File: config.mk
export PLATFORM = sky130hd
export DESIGN_NAME = uart_rx
export DESIGN_NICKNAME = d
export VERILOG_FILES = /design/src/rtl/uart_pkg.sv /design/src/rtl/uart_sync.sv /design/src/rtl/uart_rx.sv
export SDC_FILE = /design/constraint.sdc
export NUM_CORES = 1
export LEC_CHECK = 0
export ABC_AREA = 1
export CAP_MARGIN = 25
export CORE_MARGIN = 3
export CORE_UTILIZATION = 43
export DETAILED_ROUTE_END_ITERATION = 8
export GPL_TIMING_DRIVEN = 0
export PLACE_DENSITY = 0.64
export SLEW_MARGIN = 30
export SYNTH_ARGS = -nofsm -noshare
export SYNTH_HDL_FRONTEND = slang
export SYNTH_SLANG_ARGS = --single-unit
export TNS_END_PERCENT = 20
File: constraint.sdc
create_clock -name i_Clk -period 1.89 [get_ports i_Clk]
set_input_delay 0.189 -clock i_Clk [delete_from_list [all_inputs] [get_ports i_Clk]]
set_output_delay 0.189 -clock i_Clk [all_outputs]
set_load 0.02 [all_outputs]
File: src/rtl/uart_pkg.sv
// uart_pkg
// Shared definitions for the 8N1 UART receiver and transmitter.
//   - Default line rate and system clock frequency.
//   - Constant functions for the bit period and the half bit period.
//   - Frame shape: 8 data bits, 1 stop bit, no parity.
//   - Receiver state encoding.
package uart_pkg;

  localparam int CLK_FREQ_DEF = 50_000_000;
  localparam int BAUD_DEF     = 115200;

  localparam int DATA_BITS = 8;
  localparam int STOP_BITS = 1;

  // Clocks per bit on the line. Uses integer division, so a fractional
  // bit period is truncated. Mid-bit sampling absorbs the resulting
  // rate error.
  function automatic int bitClks(input int clkFreq, input int baud);
    return clkFreq / baud;
  endfunction

  // Clocks from detecting the start edge to the middle of the start bit.
  function automatic int halfClks(input int bitPeriod);
    return bitPeriod / 2;
  endfunction

  typedef enum logic [2:0] {
    RX_IDLE  = 3'd0,
    RX_START = 3'd1,
    RX_DATA  = 3'd2,
    RX_STOP  = 3'd3,
    RX_BREAK = 3'd4
  } rxState_t;

endpackage

File: src/rtl/uart_sync.sv
// uart_sync
// Two-flop synchronizer for asynchronous inputs. Both flops reset to
// RST_VAL, so a line that idles high does not show a false edge when
// reset is released.
//   i_Clk   in   destination clock
//   i_Rst   in   synchronous, active-high reset
//   i_Async in   asynchronous input, WIDTH bits
//   o_Sync  out  synchronized copy, delayed by two clocks
module uart_sync #(
  parameter int       WIDTH   = 1,
  parameter bit       RST_VAL = 1'b1
) (
  input  logic             i_Clk,
  input  logic             i_Rst,
  input  logic [WIDTH-1:0] i_Async,
  output logic [WIDTH-1:0] o_Sync
);

  logic [WIDTH-1:0] meta;
  logic [WIDTH-1:0] sync;

  always_ff @(posedge i_Clk) begin
    if (i_Rst) begin
      meta <= {WIDTH{RST_VAL}};
      sync <= {WIDTH{RST_VAL}};
    end else begin
      meta <= i_Async;
      sync <= meta;
    end
  end

  assign o_Sync = sync;

endmodule

File: src/rtl/uart_rx.sv
// uart_rx
// 8N1 UART receiver. Bits arrive LSB first. Each bit is sampled at its
// middle. The block counts HALF_CLKS clocks from the start edge, and
// after that it counts BIT_CLKS clocks per bit.
//   i_Clk       in   system clock, rising edge
//   i_Rst       in   synchronous, active-high reset
//   i_Rx        in   asynchronous serial line, idle high
//   i_fAck      in   consumer took o_Data; clears o_fValid
//   o_Data      out  last correctly framed byte
//   o_fValid    out  o_Data holds a byte that is not yet acknowledged
//   o_fDone     out  one-cycle pulse for each good frame
//   o_fFrameErr out  one-cycle pulse when the stop bit is sampled low
//   o_fOverrun  out  one-cycle pulse when a good frame lands on an
//                    unacknowledged byte
//   o_fBusy     out  FSM is not idle
module uart_rx
  import uart_pkg::*;
#(
  parameter int CLK_FREQ  = CLK_FREQ_DEF,
  parameter int BAUD      = BAUD_DEF,
  parameter int BIT_CLKS  = bitClks(CLK_FREQ, BAUD),
  parameter int HALF_CLKS = halfClks(BIT_CLKS)
) (
  input  logic                 i_Clk,
  input  logic                 i_Rst,
  input  logic                 i_Rx,
  input  logic                 i_fAck,
  output logic [DATA_BITS-1:0] o_Data,
  output logic                 o_fValid,
  output logic                 o_fDone,
  output logic                 o_fFrameErr,
  output logic                 o_fOverrun,
  output logic                 o_fBusy
);

  localparam int CNT_W = (BIT_CLKS > 1) ? $clog2(BIT_CLKS) : 1;

  localparam logic [CNT_W-1:0] BIT_LAST  = CNT_W'(BIT_CLKS - 1);
  localparam logic [CNT_W-1:0] HALF_LAST = CNT_W'(HALF_CLKS - 1);
  localparam logic [2:0]       LAST_BIT  = 3'(DATA_BITS - 1);

  logic                 rxS;
  rxState_t             state;
  logic [CNT_W-1:0]     ClkCnt;
  logic [2:0]           BitCnt;
  logic [DATA_BITS-1:0] Shift;

  uart_sync #(
    .WIDTH  (1),
    .RST_VAL(1'b1)
  ) u_sync (
    .i_Clk  (i_Clk),
    .i_Rst  (i_Rst),
    .i_Async(i_Rx),
    .o_Sync (rxS)
  );

  always_ff @(posedge i_Clk) begin
    if (i_Rst) begin
      state       <= RX_IDLE;
      ClkCnt      <= '0;
      BitCnt      <= '0;
      Shift       <= '0;
      o_Data      <= '0;
      o_fValid    <= 1'b0;
      o_fDone     <= 1'b0;
      o_fFrameErr <= 1'b0;
      o_fOverrun  <= 1'b0;
      o_fBusy     <= 1'b0;
    end else begin
      o_fDone     <= 1'b0;
      o_fFrameErr <= 1'b0;
      o_fOverrun  <= 1'b0;

      // An ack clears the byte. A frame that completes in the same cycle
      // overrides this below, so the new byte is never lost.
      if (i_fAck) o_fValid <= 1'b0;

      case (state)
        RX_IDLE: begin
          ClkCnt <= '0;
          if (!rxS) begin
            state   <= RX_START;
            o_fBusy <= 1'b1;
          end
        end

        // Re-check the line at mid-start. A pulse shorter than half a
        // bit is treated as noise and dropped without any output.
        RX_START: begin
          if (ClkCnt == HALF_LAST) begin
            ClkCnt <= '0;
            if (!rxS) begin
              state  <= RX_DATA;
              BitCnt <= '0;
            end else begin
              state   <= RX_IDLE;
              o_fBusy <= 1'b0;
            end
          end else begin
            ClkCnt <= ClkCnt + CNT_W'(1);
          end
        end

        RX_DATA: begin
          if (ClkCnt == BIT_LAST) begin
            ClkCnt <= '0;
            Shift  <= {rxS, Shift[DATA_BITS-1:1]};
            BitCnt <= BitCnt + 3'd1;
            if (BitCnt == LAST_BIT) state <= RX_STOP;
          end else begin
            ClkCnt <= ClkCnt + CNT_W'(1);
          end
        end

        RX_STOP: begin
          if (ClkCnt == BIT_LAST) begin
            ClkCnt <= '0;
            if (rxS) begin
              o_Data     <= Shift;
              o_fDone    <= 1'b1;
              o_fValid   <= 1'b1;
              o_fOverrun <= o_fValid & ~i_fAck;
              state      <= RX_IDLE;
              o_fBusy    <= 1'b0;
            end else begin
              o_fFrameErr <= 1'b1;
              state       <= RX_BREAK;
            end
          end else begin
            ClkCnt <= ClkCnt + CNT_W'(1);
          end
        end

        // A line held low after a bad stop bit must not be read as a
        // string of 0x00 frames. Wait for it to return to idle.
        RX_BREAK: begin
          ClkCnt <= '0;
          if (rxS) begin
            state   <= RX_IDLE;
            o_fBusy <= 1'b0;
          end
        end

        default: begin
          state   <= RX_IDLE;
          ClkCnt  <= '0;
          o_fBusy <= 1'b0;
        end
      endcase
    end
  end

endmodule

Yosys cells after proc, flatten, opt, wreduce, memory -nomap -nowiden
Index checks and enable logic that the tools add are counted.

storage, ports and cells
  output and inout bits = 13
  logic and storage cells = 71
  input bits = 4
  register bits = 38

cells by class
  muxes and demuxes = 27
  reductions and logical operators = 10
  add/subtract/negate cells = 2
  equality and inequality tests = 14
  bitwise gates (word level) = 6

operators by type and width
  operator               number
  $mux W3                10
  $mux W9                2
  $pmux W9 S2            1
  $pmux W3 S5            1
  $ne A2 B2 Y1 const B   6
  $mux W1                10
  $add A9 B1 Y9 const B  1
  $eq A9 B8 Y1 const B   1
  $eq A9 B9 Y1 const B   1
  $reduce_and A4 Y1      2
  $eq A3 B2 Y1 const B   2
  $eq A3 B3 Y1 const B   2
  $pmux W3 S2            1
  $reduce_and A6 Y1      1
  $not A1 Y1             5
  $pmux W1 S5            1
  $reduce_or A4 Y1       1
  $add A3 B1 Y3 const B  1
  $eq A3 B1 Y1 const B   1
  $logic_not A3 Y1       1
  $reduce_and A3 Y1      1
  $reduce_or A3 Y1       1
  $mux W2                1
  $ne A2 B1 Y1 const B   1
  4 further kinds        4

Depth between registers and ports, before layout
Gate-level depths: netlist of the first run.

  depth after elaboration = 4
  depth in mapped cells = 10
  gate-level depth less buffers = 10

Cells and area by module
From an unflattened synthesis of the first run, not the netlist that was laid out.

second synthesis, totals
  cell total of the unflattened synthesis = 224
  area total of the unflattened synthesis = 1737.9 um^2

by module, submodules not included
  module     cells each  seq. area each (um^2)  times used  area each (um^2)
  uart_rx    217         720.7                  1           1679.1
  uart_sync  7           40.0                   1           58.8

Least setup slack after synthesis of the first run
Ideal clock, no wire load.

  kind = register to register
  start = reg ClkCnt[1]
  end = reg o_Data[1]
  clock period less this slack = 1456 ps
  data required time = 1774 ps
  arrival = 1340 ps
  stages on the path, launching flop included = 11
  setup slack = 434 ps
  path through = dfxtp_1 > inv_1 > ha_1 > nand2_1 > nor2_4 > nand2_4 > nor3_4 > inv_2 > buf_6 > nor2_2 > nor2_1

on the way
  longest elaborated chain between the ends = 2

RTL lines
  item                         RTL line        source
  start, declared              uart_rx.sv:44   logic [CNT_W-1:0] ClkCnt;
  start signal, assigned       uart_rx.sv:101  ClkCnt <= ClkCnt + CNT_W'(1);
  start signal, assigned       uart_rx.sv:112  ClkCnt <= ClkCnt + CNT_W'(1);
  start signal, assigned       uart_rx.sv:131  ClkCnt <= ClkCnt + CNT_W'(1);
  $eq A9 B9 Y1                 uart_rx.sv:117  if (ClkCnt == BIT_LAST) begin
  $reduce_and A3 Y1 (no line)  -
  end signal, assigned         uart_rx.sv:120  o_Data <= Shift;
  end, declared                uart_rx.sv:28   output logic [DATA_BITS-1:0] o_Data,

Every way passes these cells.
A chain may end at the register's enable or synchronous reset.

Worst setup path after layout of the first run
  start = reg ClkCnt[0]
  end = reg o_Data[1]

The elaborated chain is that of the path after synthesis.

==> results of run 1 <==
-- stage by stage --
| step | total power [µW] | cell area (µm²) | utilization [%] | hold slack [ps] |
|---|---|---|---|---|
| after floorplan | 1355 | 1708 | - | 251.4 |
| after global placement | 1471 | 1928 | 51.50 | 394.9 |
| after detailed placement | 1474 | 1928 | 51.50 | 393.6 |
| after CTS | 2306 | 2066 | 55.18 | 412.1 |
| after global routing | 2448 | 2066 | 55.18 | 422.0 |
| final | 2276 | 2066 | 55.18 | 410.8 |
-- report_power, final --
part	internal [µW]	switching, µW
clock network	529	291
registers	852	56.9
logic	186	361
total	1570	710
-- per-layer routing --
| layer | global-route usage, % | vias up | share of wire (%) |
|---|---|---|---|
| li1 | - | 756 | - |
| met1 | 19.06 | 596 | 55 |
| met2 | 20.55 | 18 | 41 |
| met3 | 3.644 | 2 | 3.2 |
| met4 | 5.857 | 0 | 0.96 |
| met5 | 0 | - | 0 |
-- sequential cells by signal, summed over array words and instances, names as in the netlist --
| signal | flops |
|---|---|
| u_sync.o_Sync | 1 |
| BitCnt | 3 |
| o_fValid | 1 |
| state | 3 |
| o_fFrameErr | 1 |
| o_fBusy | 1 |
| ClkCnt | 9 |
| u_sync.meta | 1 |
| Shift | 8 |
| o_fDone | 1 |
| o_Data | 8 |
| o_fOverrun | 1 |
-- final cells by class --
type | count | share of cell area, %
Multi-Input combinational cell | 153 | 38.70
Sequential cell | 38 | 36.83
Timing Repair Buffer | 16 | 7.753
Inverter | 33 | 5.996
Clock buffer | 5 | 3.331
Clock inverter | 3 | 3.331
Tap cell | 48 | 2.907
Buffer | 4 | 1.151
-- final timing paths --
| kind | from | end | slack (ps) | depth (start not counted) |
|---|---|---|---|---|
| worst min register to register | u_sync.meta$_SDFF_PP1_ | u_sync.o_Sync$_SDFF_PP1_ | 410 | 1 |
| worst min-delay path | u_sync.meta$_SDFF_PP1_ | u_sync.o_Sync$_SDFF_PP1_ | 410 | 1 |
| worst max register to register | ClkCnt[0]$_SDFF_PP0_ | o_Data[1]$_SDFFE_PP0P_ | 210 | 9 |
| worst max-delay path | ClkCnt[0]$_SDFF_PP0_ | o_Data[1]$_SDFFE_PP0P_ | 210 | 9 |
-- worst max-delay path, stage by stage, from the launching register on --
cell     delay, ps
dfxtp_1        400
ha_1           170
nand2_1         80
nor2_4         160
nand2_4         80
nor3_4         330
inv_2           70
buf_6          160
nor2_2          80
nor2_1          40
-- cell usage after synthesis (2+ instances only) --
cell / instances
inv_1: 26
nand3_1: 6
nor2_4: 3
dfxtp_1: 38
o21ai_0: 14
xor2_1: 3
nand4_1: 4
or2_2: 3
ha_1: 5
o21ai_1: 2
nor2_1: 40
a21oi_1: 11
inv_2: 6
clkbuf_1: 2
nand2_1: 42
nor2_2: 8
-- cells by family after synthesis --
kind of cell / share of synthesized area [%]
fa+ha+maj: 3.663
xor+xnor: 2.052
simple gates: 31.79
compound gates: 9.304
flops: 44.54
buf+inv: 8.644
==> flow_summary.ini, run 1 <==
[critical_path]
crit_required_ps = 2070
worstPathMaxFanout = 10
start_kind = flip-flop
worst_setup_path_end_kind = flip-flop
crit_type = reg -> reg
cp.arrival_ps = 1860

[clock_tree]
cts_root_buf = clkbuf_8
cts.path.max_buffers = 2
cts_tree = built
holdBufCountCts = 0
ctsResizeCount = 0
htreeDepth = 2
clkTransAtPathRegs_ps = 80
cts_buffers = 5
cts_setup_buffers = 0
insertion_delay_ps = 280
cts_sinks = 38

[global_route]
globalRouteTotalUtil_pct = 13.90
grt_overflow = 0
grt_pass1_wl_um = 5471
grt_pass1_vias = 1265
grt_antenna_before_repair = 0
grt_max_degree = 14

[sta]
skew_ps = 6.663
worst_slew_pin_slew_ps = 438.5
timing.fmax_ghz = 0.5959
slew-limit-headroom_pct = 70.76
slew_violations = 0
timing.final.ws_setup_ps = 211.8
finalCritPeriodShare_pct = 88.79
final.setup.tns_ps = 0
rsz0062_at_grt = false
setup-violations-final = 0
period_needed_ps = 1678
hold_viol = 0

[yosys]
synthTopCellsByArea = dfxtp_1 45%, nand2_1 9.2%, nor2_1 8.8%, inv_1 5.7%, o21ai_0 4.1%
ys_types = 31
synth-seq-cells = 38
synth_edf_count = 0
syn-mean-instance-area_um2 = 7.491
async_reset_ff_share_pct = 0
synth.top_cell.area_share_pct = 44.54
yosysWarnings = 0
yosysTopAreaCell = dfxtp_1
syn_nets = 237
synth_area_um2 = 1708
synth_ff_type = dfxtp_1
ys_seq_area_share_pct = 44.54
syn_inst = 228

[final_layout]
final-seq-area_um2 = 760.7
final_common_cell = nand2_1
multi_input_area_um2 = 799.5
drive_gt1_share_pct = 14.68
diodes = 0
final_cell_mix = 42 x nand2_1, 40 x nor2_1, 38 x dfxtp_1
stdcell_count = 300
area_delta_synth_final_pct = 20.95
nets = 260
n_fill_cell = 391

[placed_design]
pre_cts_ws_ps = 180.4
dp_cells = 292
numPortBuffers = 16
dp_hpwl_um = 2144
globalplace.congestion = 0.8201

[route]
routed_wl_um = 3033
firstDrtPassIters = 4
drc = 0
drtAntennaViolNets = 0
avgRoutedWirePerCell_um = 10.11
vias = 1372
drt_iter0_markers = 140
vias_per_cell = 4.573

[floorplan]
start_util_pct = 45.62
coreArea_um2 = 3744
ios = 17
dieHeight_um = 69.02
rows = 22
design.die.area_um2 = 4764
fp.dieW_um = 69.02

[run_status]
status = finished, final reports clean

[power]
leakage_uw = 0.0008704
powerDensity_nw_per_um2 = 1102
ir_drop_mv = 0.6293

[flow_run]
cap_viol_max_count = 0

[hold_path]
hold_class = reg -> reg
Power figures use the tool's default switching activity.
==> run 2: changes to the inputs <==
--- a/config.mk
+++ b/config.mk
@@ -7,11 +7,13 @@
 export LEC_CHECK = 0
 export ABC_AREA = 1
 export CAP_MARGIN = 25
-export CORE_MARGIN = 3
+export CORE_MARGIN = 5
 export CORE_UTILIZATION = 43
 export DETAILED_ROUTE_END_ITERATION = 8
 export GPL_TIMING_DRIVEN = 0
+export HOLD_SLACK_MARGIN = 0.02
 export PLACE_DENSITY = 0.64
+export REMOVE_ABC_BUFFERS = 1
 export SLEW_MARGIN = 30
 export SYNTH_ARGS = -nofsm -noshare
 export SYNTH_HDL_FRONTEND = slang
==> run 2 against run 1 <==
Net effect: cell count shrank 0.67%; first-iteration DRC count is 49% lower; global-route usage is 1.1 points lower; fmax increased by 1.7%; hold slack improved by 0.62 ps; register-to-register slack better by 30 ps; setup slack improved by 28 ps; sequential share of layout area up 1.1 points; non-clock buffer count decreased by 4; core utilization decreased by 3.9 points.
==> flow_summary.ini, run 2 (same netlist as run 1, synthesis figures left out) <==
[critical_path]
crit_chain = ha_1, nand2_1, nor2_4, nand2_4, nor3_4, inv_4, nor2_1, nor2_1
worst_setup_path_end_kind = flip-flop
slowest_stage = dfxtp_1
critPathMaxStageDelay_ps = 390
cp_common_cell = nor2_1
cp.arrival_ps = 1830
critPathTopFamily = simple AND/OR/NAND/NOR gates
cp_num_buf_inv = 1
worstPathMaxFanout = 11
crit_required_ps = 2070
crit_type = reg -> reg
regToRegSetupSlack_ps = 240
start_kind = flip-flop

[final_layout]
area_delta_synth_final_pct = 17.58
diodes = 0
nets = 256
final_cell_mix = 42 x nand2_1, 40 x nor2_1, 38 x dfxtp_1
drive_gt1_share_pct = 13.71
top_regs = ClkCnt x9, Shift x8, o_Data x8
final_common_cell = nand2_1
top_register = ClkCnt
largest_reg_flops = 9

[sta]
timing.fmax_ghz = 0.6059
setup-violations-final = 0
period_needed_ps = 1650
rsz0062_at_grt = false
worst_slew_pin_slew_ps = 613.3
hold_viol = 0
slew_violations = 0
skew_ps = 7.370
slew-limit-headroom_pct = 59.07
finalCritPeriodShare_pct = 87.32
hold_ws_ps = 411.5

[floorplan]
design.die.area_um2 = 5332
ios = 17
coreArea_um2 = 3914
dieHeight_um = 73.02
start_util_pct = 43.64
fp.dieW_um = 73.02
rows = 23

[clock_tree]
ctsResizeCount = 0
insertion_delay_ps = 290
cts.path.max_buffers = 2
cts_tree = built
cts_buffers = 5
htreeDepth = 2
cts_setup_buffers = 0
cts_sinks = 38
clkTransAtPathRegs_ps = 70
holdBufCountCts = 0
cts_root_buf = clkbuf_8

[route]
drtAntennaViolNets = 0
drt_iter0_markers = 72
drc = 0
routed_wl_um = 2995
vias = 1384
vias_per_cell = 4.644
firstDrtPassIters = 4
avgRoutedWirePerCell_um = 10.05

[global_route]
grt_pass1_wl_um = 5361
grt_antenna_before_repair = 0
globalRouteTotalUtil_pct = 12.82
grt_overflow = 0
grt_max_degree = 24
grt_pass1_vias = 1263

[power]
powerDensity_nw_per_um2 = 1006
totalPowerFinal_uw = 2020
leakage_uw = 0.0008408
ir_drop_mv = 0.6294

[placed_design]
numPortBuffers = 16
dp_hpwl_um = 2142
globalplace.congestion = 0.9003

[hold_path]
hold_class = reg -> reg

[flow_run]
cap_viol_max_count = 0

[run_status]
status = finished, final reports clean
-- run 2: worst register-to-register path, stage by stage, from the launching register on --
cell and delay [ps]:
dfxtp_1 390, ha_1 170, nand2_1 80, nor2_4 180, nand2_4 80, nor3_4 320, inv_4 160, nor2_1 110
nor2_1 50
-- run 2: area by class of cell --
type                       instances  area (µm²)
sequential                        38       760.7
tap                               50       62.56
clock buffer                       7       86.33
multi-input combinational        153       807.0
timing repair buffer              16       160.2
fill                             420        1906
inverter                          33       126.4
clock inverter                     1       5.005
-- run 2: power by group --
group          switching [µW]  internal, µW  total, µW
clock                     268           294        563
combinational             364           185        549
sequential               56.3           852        908
-- run 2: worst paths after layout --
check | cells past startpoint | end | startpoint
max | 8 | o_Data[3]$_SDFFE_PP0P_ | ClkCnt[0]$_SDFF_PP0_
min | 1 | u_sync.o_Sync$_SDFF_PP1_ | u_sync.meta$_SDFF_PP1_
max reg2reg | 8 | o_Data[3]$_SDFFE_PP0P_ | ClkCnt[0]$_SDFF_PP0_
min reg2reg | 1 | u_sync.o_Sync$_SDFF_PP1_ | u_sync.meta$_SDFF_PP1_
-- run 2: per-layer routing --
| metal | vias to the layer above | routed length [µm] | track usage [%] |
|---|---|---|---|
| met5 | - | 0 | 0 |
| met4 | 0 | 33 | 6.148 |
| met3 | 4 | 155 | 3.444 |
| met2 | 22 | 1309 | 19.17 |
| met1 | 608 | 1496 | 17.02 |
| li1 | 750 | - | - |
-- run 2: per-stage QoR --
stage,setup TNS [ps],instances,instance area (µm²),worst slack (ps),util (%)
final,0,298,2008,239.7,51.31
after global routing,0,298,2008,35.05,51.31
after CTS,0,298,1998,166.4,51.05
after detailed placement,-166.6,290,1907,-42.79,48.72
after global placement,-285.1,290,1907,-37.23,48.72
after floorplan,0,224,1684,433.3,-
